### src/rtl/sobel_pkg.sv
// sobel_pkg: shared state type, window size and credit-width helper for the Sobel frame sequencer
package sobel_pkg;

  localparam int WINDOW = 3;

  typedef enum logic [2:0] {
    IDLE,
    WAIT_ROW,
    SHIFT,
    CONV,
    WAIT_CONV,
    ROW_END,
    DONE
  } state_t;

  // Bits needed to count 0..rows inclusive
  function automatic int credit_w(input int rows);
    return $clog2(rows + 1);
  endfunction

endpackage

### src/rtl/sobel_row_credit.sv
// sobel_row_credit: counts rows held by the line buffer and flags a write into a full buffer
module sobel_row_credit
  import sobel_pkg::*;
#(
  parameter int BUF_ROWS = 4
) (
  input  logic                          clk,
  input  logic                          rst_n,
  input  logic                          row_done,
  input  logic                          row_release,
  output logic [credit_w(BUF_ROWS)-1:0] rows_ready,
  output logic                          overflow
);

  localparam int CW = credit_w(BUF_ROWS);

  // Load adds a credit, release removes one; a load into a full buffer is dropped and latched as overflow
  always_ff @(posedge clk or negedge rst_n) begin
    if (!rst_n) begin
      rows_ready <= '0;
      overflow   <= 1'b0;
    end else if (row_done && !row_release) begin
      if (rows_ready == CW'(BUF_ROWS)) overflow <= 1'b1;
      else rows_ready <= rows_ready + 1'b1;
    end else if (row_release && !row_done && rows_ready != '0) begin
      rows_ready <= rows_ready - 1'b1;
    end
  end

endmodule

### src/rtl/sobel_frame_sequencer.sv
// sobel_frame_sequencer: sweeps a 3x3 window over buffered rows and sequences one convolution per output pixel
module sobel_frame_sequencer
  import sobel_pkg::*;
#(
  parameter int IMG_W    = 16,
  parameter int IMG_H    = 16,
  parameter int BUF_ROWS = 4
) (
  input  logic                     HCLK,
  input  logic                     HRESETn,
  input  logic                     image_start,
  input  logic                     row_done,
  input  logic                     conv_done,
  output logic                     shift_data,
  output logic                     convolve_start,
  output logic [$clog2(IMG_W)-1:0] out_col,
  output logic [$clog2(IMG_H)-1:0] out_row,
  output logic                     row_release,
  output logic                     frame_done,
  output logic                     busy,
  output logic                     overflow
);

  localparam int CLW = $clog2(IMG_W);
  localparam int RLW = $clog2(IMG_H);
  localparam int CW  = credit_w(BUF_ROWS);

  state_t          state;
  logic [CLW-1:0]  col_idx;
  logic [RLW-1:0]  row_idx;
  logic [CW-1:0]   rows_ready;

  sobel_row_credit #(.BUF_ROWS(BUF_ROWS)) u_credit (
    .clk        (HCLK),
    .rst_n      (HRESETn),
    .row_done   (row_done),
    .row_release(row_release),
    .rows_ready (rows_ready),
    .overflow   (overflow)
  );

  // Frame FSM; each strobe is registered together with the state it belongs to so it lasts exactly that state's cycle
  always_ff @(posedge HCLK or negedge HRESETn) begin
    if (!HRESETn) begin
      state          <= IDLE;
      col_idx        <= '0;
      row_idx        <= '0;
      shift_data     <= 1'b0;
      convolve_start <= 1'b0;
      row_release    <= 1'b0;
      frame_done     <= 1'b0;
      busy           <= 1'b0;
      out_col        <= '0;
      out_row        <= '0;
    end else begin
      shift_data     <= 1'b0;
      convolve_start <= 1'b0;
      row_release    <= 1'b0;
      frame_done     <= 1'b0;
      case (state)
        IDLE: if (image_start) begin
          state   <= WAIT_ROW;
          col_idx <= '0;
          row_idx <= '0;
          busy    <= 1'b1;
        end
        WAIT_ROW: if (rows_ready >= CW'(WINDOW)) begin
          state      <= SHIFT;
          shift_data <= 1'b1;
        end
        SHIFT: if (col_idx >= CLW'(WINDOW - 1)) begin
          state          <= CONV;
          convolve_start <= 1'b1;
          out_col        <= col_idx - CLW'(WINDOW - 1);
          out_row        <= row_idx;
        end else begin
          col_idx    <= col_idx + 1'b1;
          shift_data <= 1'b1;
        end
        CONV: state <= WAIT_CONV;
        WAIT_CONV: if (conv_done) begin
          if (col_idx == CLW'(IMG_W - 1)) begin
            state       <= ROW_END;
            row_release <= 1'b1;
          end else begin
            state      <= SHIFT;
            col_idx    <= col_idx + 1'b1;
            shift_data <= 1'b1;
          end
        end
        ROW_END: if (row_idx == RLW'(IMG_H - WINDOW)) begin
          state      <= DONE;
          frame_done <= 1'b1;
        end else begin
          state   <= WAIT_ROW;
          row_idx <= row_idx + 1'b1;
          col_idx <= '0;
        end
        DONE: begin
          state <= IDLE;
          busy  <= 1'b0;
        end
        default: state <= IDLE;
      endcase
    end
  end

endmodule

### config.mk
export PLATFORM = sky130hd
export DESIGN_NAME = sobel_frame_sequencer
export DESIGN_NICKNAME = d
export VERILOG_FILES = /design/src/rtl/sobel_pkg.sv /design/src/rtl/sobel_row_credit.sv /design/src/rtl/sobel_frame_sequencer.sv
export SDC_FILE = /design/constraint.sdc
export NUM_CORES = 1
export LEC_CHECK = 0
export BUFFER_PORTS_ARGS = -buffer_cell sky130_fd_sc_hd__clkbuf_2
export CAP_MARGIN = 5
export CORE_ASPECT_RATIO = 0.8
export CORE_MARGIN = 4
export CORE_UTILIZATION = 35
export CTS_CLUSTER_DIAMETER = 150
export DETAILED_ROUTE_END_ITERATION = 8
export PLACE_DENSITY_LB_ADDON = 0.15
export SLEW_MARGIN = 15
export SYNTH_ARGS = -nofsm -noshare
export SYNTH_HDL_FRONTEND = slang
export SYNTH_HIERARCHICAL = 1
export SYNTH_SLANG_ARGS = --single-unit
### constraint.sdc
create_clock -name HCLK -period 4.8 [get_ports HCLK]
set_clock_uncertainty 0.15 [all_clocks]
set_input_delay 0.24 -clock HCLK [delete_from_list [all_inputs] [get_ports HCLK]]
set_output_delay 0.24 -clock HCLK [all_outputs]
set_load 0.02 [all_outputs]
==> flow_summary.yaml <==
setup_path:
  path_class: "flip-flop to flip-flop"
  reg2reg_depth: 5
  path_max_fanout: 14
  slowest_stage: "or4_1"
  worstReg2RegEnd: "out_row[3]$_DFFE_PN0P_"
  cpPeakStageDelay_ps: 530
  crit_buf_inv: 1
  crit_path_start_kind: "flip-flop"
  setup.worst_path.end_class: "flip-flop"
  r2r-start: "col_idx[0]$_DFFE_PN0P_"
  cp-startpoint: "col_idx[0]$_DFFE_PN0P_"
  crit_chain: "inv_1, ha_1, or4_1, nand3_2, mux2_2"
  timing.critical_path.max_delay_family: "simple AND/OR/NAND/NOR gates"
  cp.required_ps: 4810
  cp.arrival_ps: 2150
  rrSetupSlack_ps: 2670
detailed_routing:
  drt_iter0_drc: 89
  drt_first_pass_iters: 5
  ant_nets: 0
  wl_per_cell_microns: 13.5
  wirelength_microns: 3130
  vias: 1185
  vias_per_cell: 5.11
  drcViolationCount: 0
clocking:
  insertion_delay_ps: 270
  root_buffer: "clkbuf_8"
  cts_buffers: 3
  cts_sinks: 28
  cts_setup_buffers: 0
  clk_pin_slew_ps: 100
  cts_tree: "built"
  clock_path_buffers: 2
  htree_levels: 1
yosys:
  syn_inst: 158
  synth_edf_count: 0
  ys_async_sr_fraction_pct: 100
  synth_compound_area_share_pct: 16.7
  seq_area_frac_synth_pct: 44.6
  synth-seq-cells: 28
  yosysWarnings: 6
  syn-cell-area_sq_um: 1570
  avgSynthCellArea_sq_um: 9.95
  yosysUniqueCellTypes: 50
  synthAdderAreaFrac_pct: 6.05
  synthXorXnorAreaFrac_pct: 1.67
  synth_ff_type: "dfrtp_1"
  muxShareOfSynthArea_pct: 4.69
  syn-num-nets: 170
  synth_simple_gate_area_share_pct: 21.6
  synth_top_family_by_area: "simple AND/OR/NAND/NOR gates"
placed_design:
  dp.final_hpwl_microns: 2350
  postPlaceCellArea_sq_um: 1700
  gp_congestion: 0.810
  port_buffers: 18
sta:
  worst_pin_slew_ps: 692
  tns_ps: 0
  finalSetupViolations: 0
  grt_setup_unrepaired: "no"
  period_minus_slack_ps: 2130
  relSlewSlack_pct: 53.8
  fmax_ghz: 0.469
  fin_crit_sh_pct: 44.5
  drv_slew: 0
  hold_ws_ps: 131
  hold_viol_final: 0
global_route:
  grt_pass1_vias: 1114
  grt_overflow_total: 0
  grt_antenna_before_repair: 0
  grtUsageTotal_pct: 11.8
  grt_pass1_wl_microns: 5330
  grt_max_degree: 29
pwr:
  irDropWorstVdd_mv: 0.210
  power_uw: 985
  p_leak_uw: 0.000820
  power_density_nw_per_um2: 559
hold_path:
  hold_start: "conv_done"
  holdPathStages: 2
  hp-class: "input port to flip-flop"
  hold_path_end: "row_release$_DFF_PN0_"
finish:
  n_antenna_cell: 0
  stdcell_area_sq_um: 1760
  drive_gt1_share_pct: 20.6
  area_delta_synth_final_pct: 12.0
  multi_input_area_sq_um: 797
  fin_nets: 188
  register_area_sq_um: 701
  fillers: 425
die:
  boundaryPins: 19
  die-area_sq_um: 5640
  die_h_microns: 68.0
  row_count: 21
  initial_core_util_pct: 36.9
  die_x_microns: 82.9
  core_area_sq_um: 4260
run_status:
  status: "finished, final reports clean"
run:
  cap_viol_max_count: 0
[kinds of logic (layout without fill, tap and decap cells)]
kind of cell	Yosys count	after routing
flops	28	28
compound gates	37	37
buf+inv	16	33
fa+ha+maj	7	7
simple gates	60	60
xor+xnor	3	3
mux	7	7
[what timing repair did]
action,in CTS,in global routing
endpoints found under the setup margin,0,0
hold buffers,1,0
endpoints found under the hold margin,28,0
gates resized for setup,0,0
[where the power goes]
group | internal (uW) | leakage (uW) | switching [uW] | total (uW)
clock | 73.4 | 0.0000288 | 72.1 | 146
combinational | 181 | 0.000432 | 238 | 419
sequential | 309 | 0.000359 | 112 | 421
total | 563 | 0.000820 | 422 | 985
[worst reg2reg max path, stage by stage (launching register included)]
cell and delay [ps]:
dfrtp_1 430, inv_1 80, ha_1 220, or4_1 530, nand3_2 260, mux2_2 370
[synth_stat cells, types with 2 or more instances]
| cell | number | share of area (%) |
|---|---|---|
| nor2b_1 | 5 | 2.0 |
| nand3_1 | 6 | 1.9 |
| nand2_1 | 15 | 3.6 |
| or4_4 | 2 | 1.4 |
| nor2_1 | 11 | 2.6 |
| inv_1 | 9 | 2.1 |
| mux2_2 | 3 | 2.1 |
| o31ai_1 | 2 | 0.95 |
| nor3_1 | 2 | 0.64 |
| nand2b_1 | 3 | 1.2 |
| mux2i_1 | 4 | 2.5 |
| xor2_1 | 2 | 1.1 |
| o21ai_1 | 3 | 0.95 |
| a211oi_1 | 2 | 0.95 |
| o21ai_0 | 11 | 3.5 |
| or4_1 | 2 | 0.95 |
| nor4_1 | 2 | 0.80 |
| o22ai_1 | 4 | 1.6 |
| ha_1 | 6 | 4.8 |
| dfrtp_1 | 28 | 45 |
| a21oi_1 | 5 | 1.6 |
| buf_2 | 3 | 0.95 |
[final cells by class]
cell class | instances | share of cell area (%)
flip-flops and latches | 28 | 39.8
multi-input cells | 114 | 45.2
well taps | 57 | 4.05
clock buffers | 4 | 3.12
repair buffers | 19 | 5.68
inverters | 10 | 2.13
[stage by stage]
stage,instances,setup slack (ps),utilization (%)
2_1_floorplan,158,2930,-
3_3_place_gp,227,2770,39.9
3_5_place_dp,227,2690,39.9
4_1_cts,232,2680,41.4
5_1_grt,232,2570,41.4
6_report,232,2670,41.4
[how the worst max path moves through the flow]
stage / to / cells after the start
global placement: out_row[0]$_DFFE_PN0P_ / 5
CTS: out_row[3]$_DFFE_PN0P_ / 5
finish: out_row[3]$_DFFE_PN0P_ / 5
detailed placement: out_row[0]$_DFFE_PN0P_ / 5
global route: col_idx[3]$_DFFE_PN0P_ / 4
floorplan: out_row[0]$_DFFE_PN0P_ / 5
[placed cells by master, fill, tap and decap left out, types with 3 or more instances in the layout]
cell,count
a21oi_1,5
clkbuf_2,18
clkbuf_8,4
dfrtp_1,28
ha_1,6
inv_1,9
mux2_2,3
mux2i_1,4
nand2_1,15
nand2b_1,3
nand3_1,6
nor2_1,11
nor2b_1,5
o21ai_0,11
o21ai_1,3
o22ai_1,4
[flip-flops by register name, summed over array words and instances (netlist names)]
name,flops
col_idx,4
frame_done,1
busy,1
shift_data,1
row_idx,4
out_row,4
state,3
u_credit/overflow,1
convolve_start,1
u_credit/rows_ready,3
row_release,1
out_col,4
[per-layer routing]
metal	share of wire [%]	routed length (microns)	vias to the layer above	global-route usage, %
met5	0	0	-	0
met4	0.54	17	0	2.65
met3	4.4	138	2	3.37
met2	43	1350	27	18.6
met1	52	1630	561	16.1
li1	-	-	595	-
(Power assumes the default switching activity.)
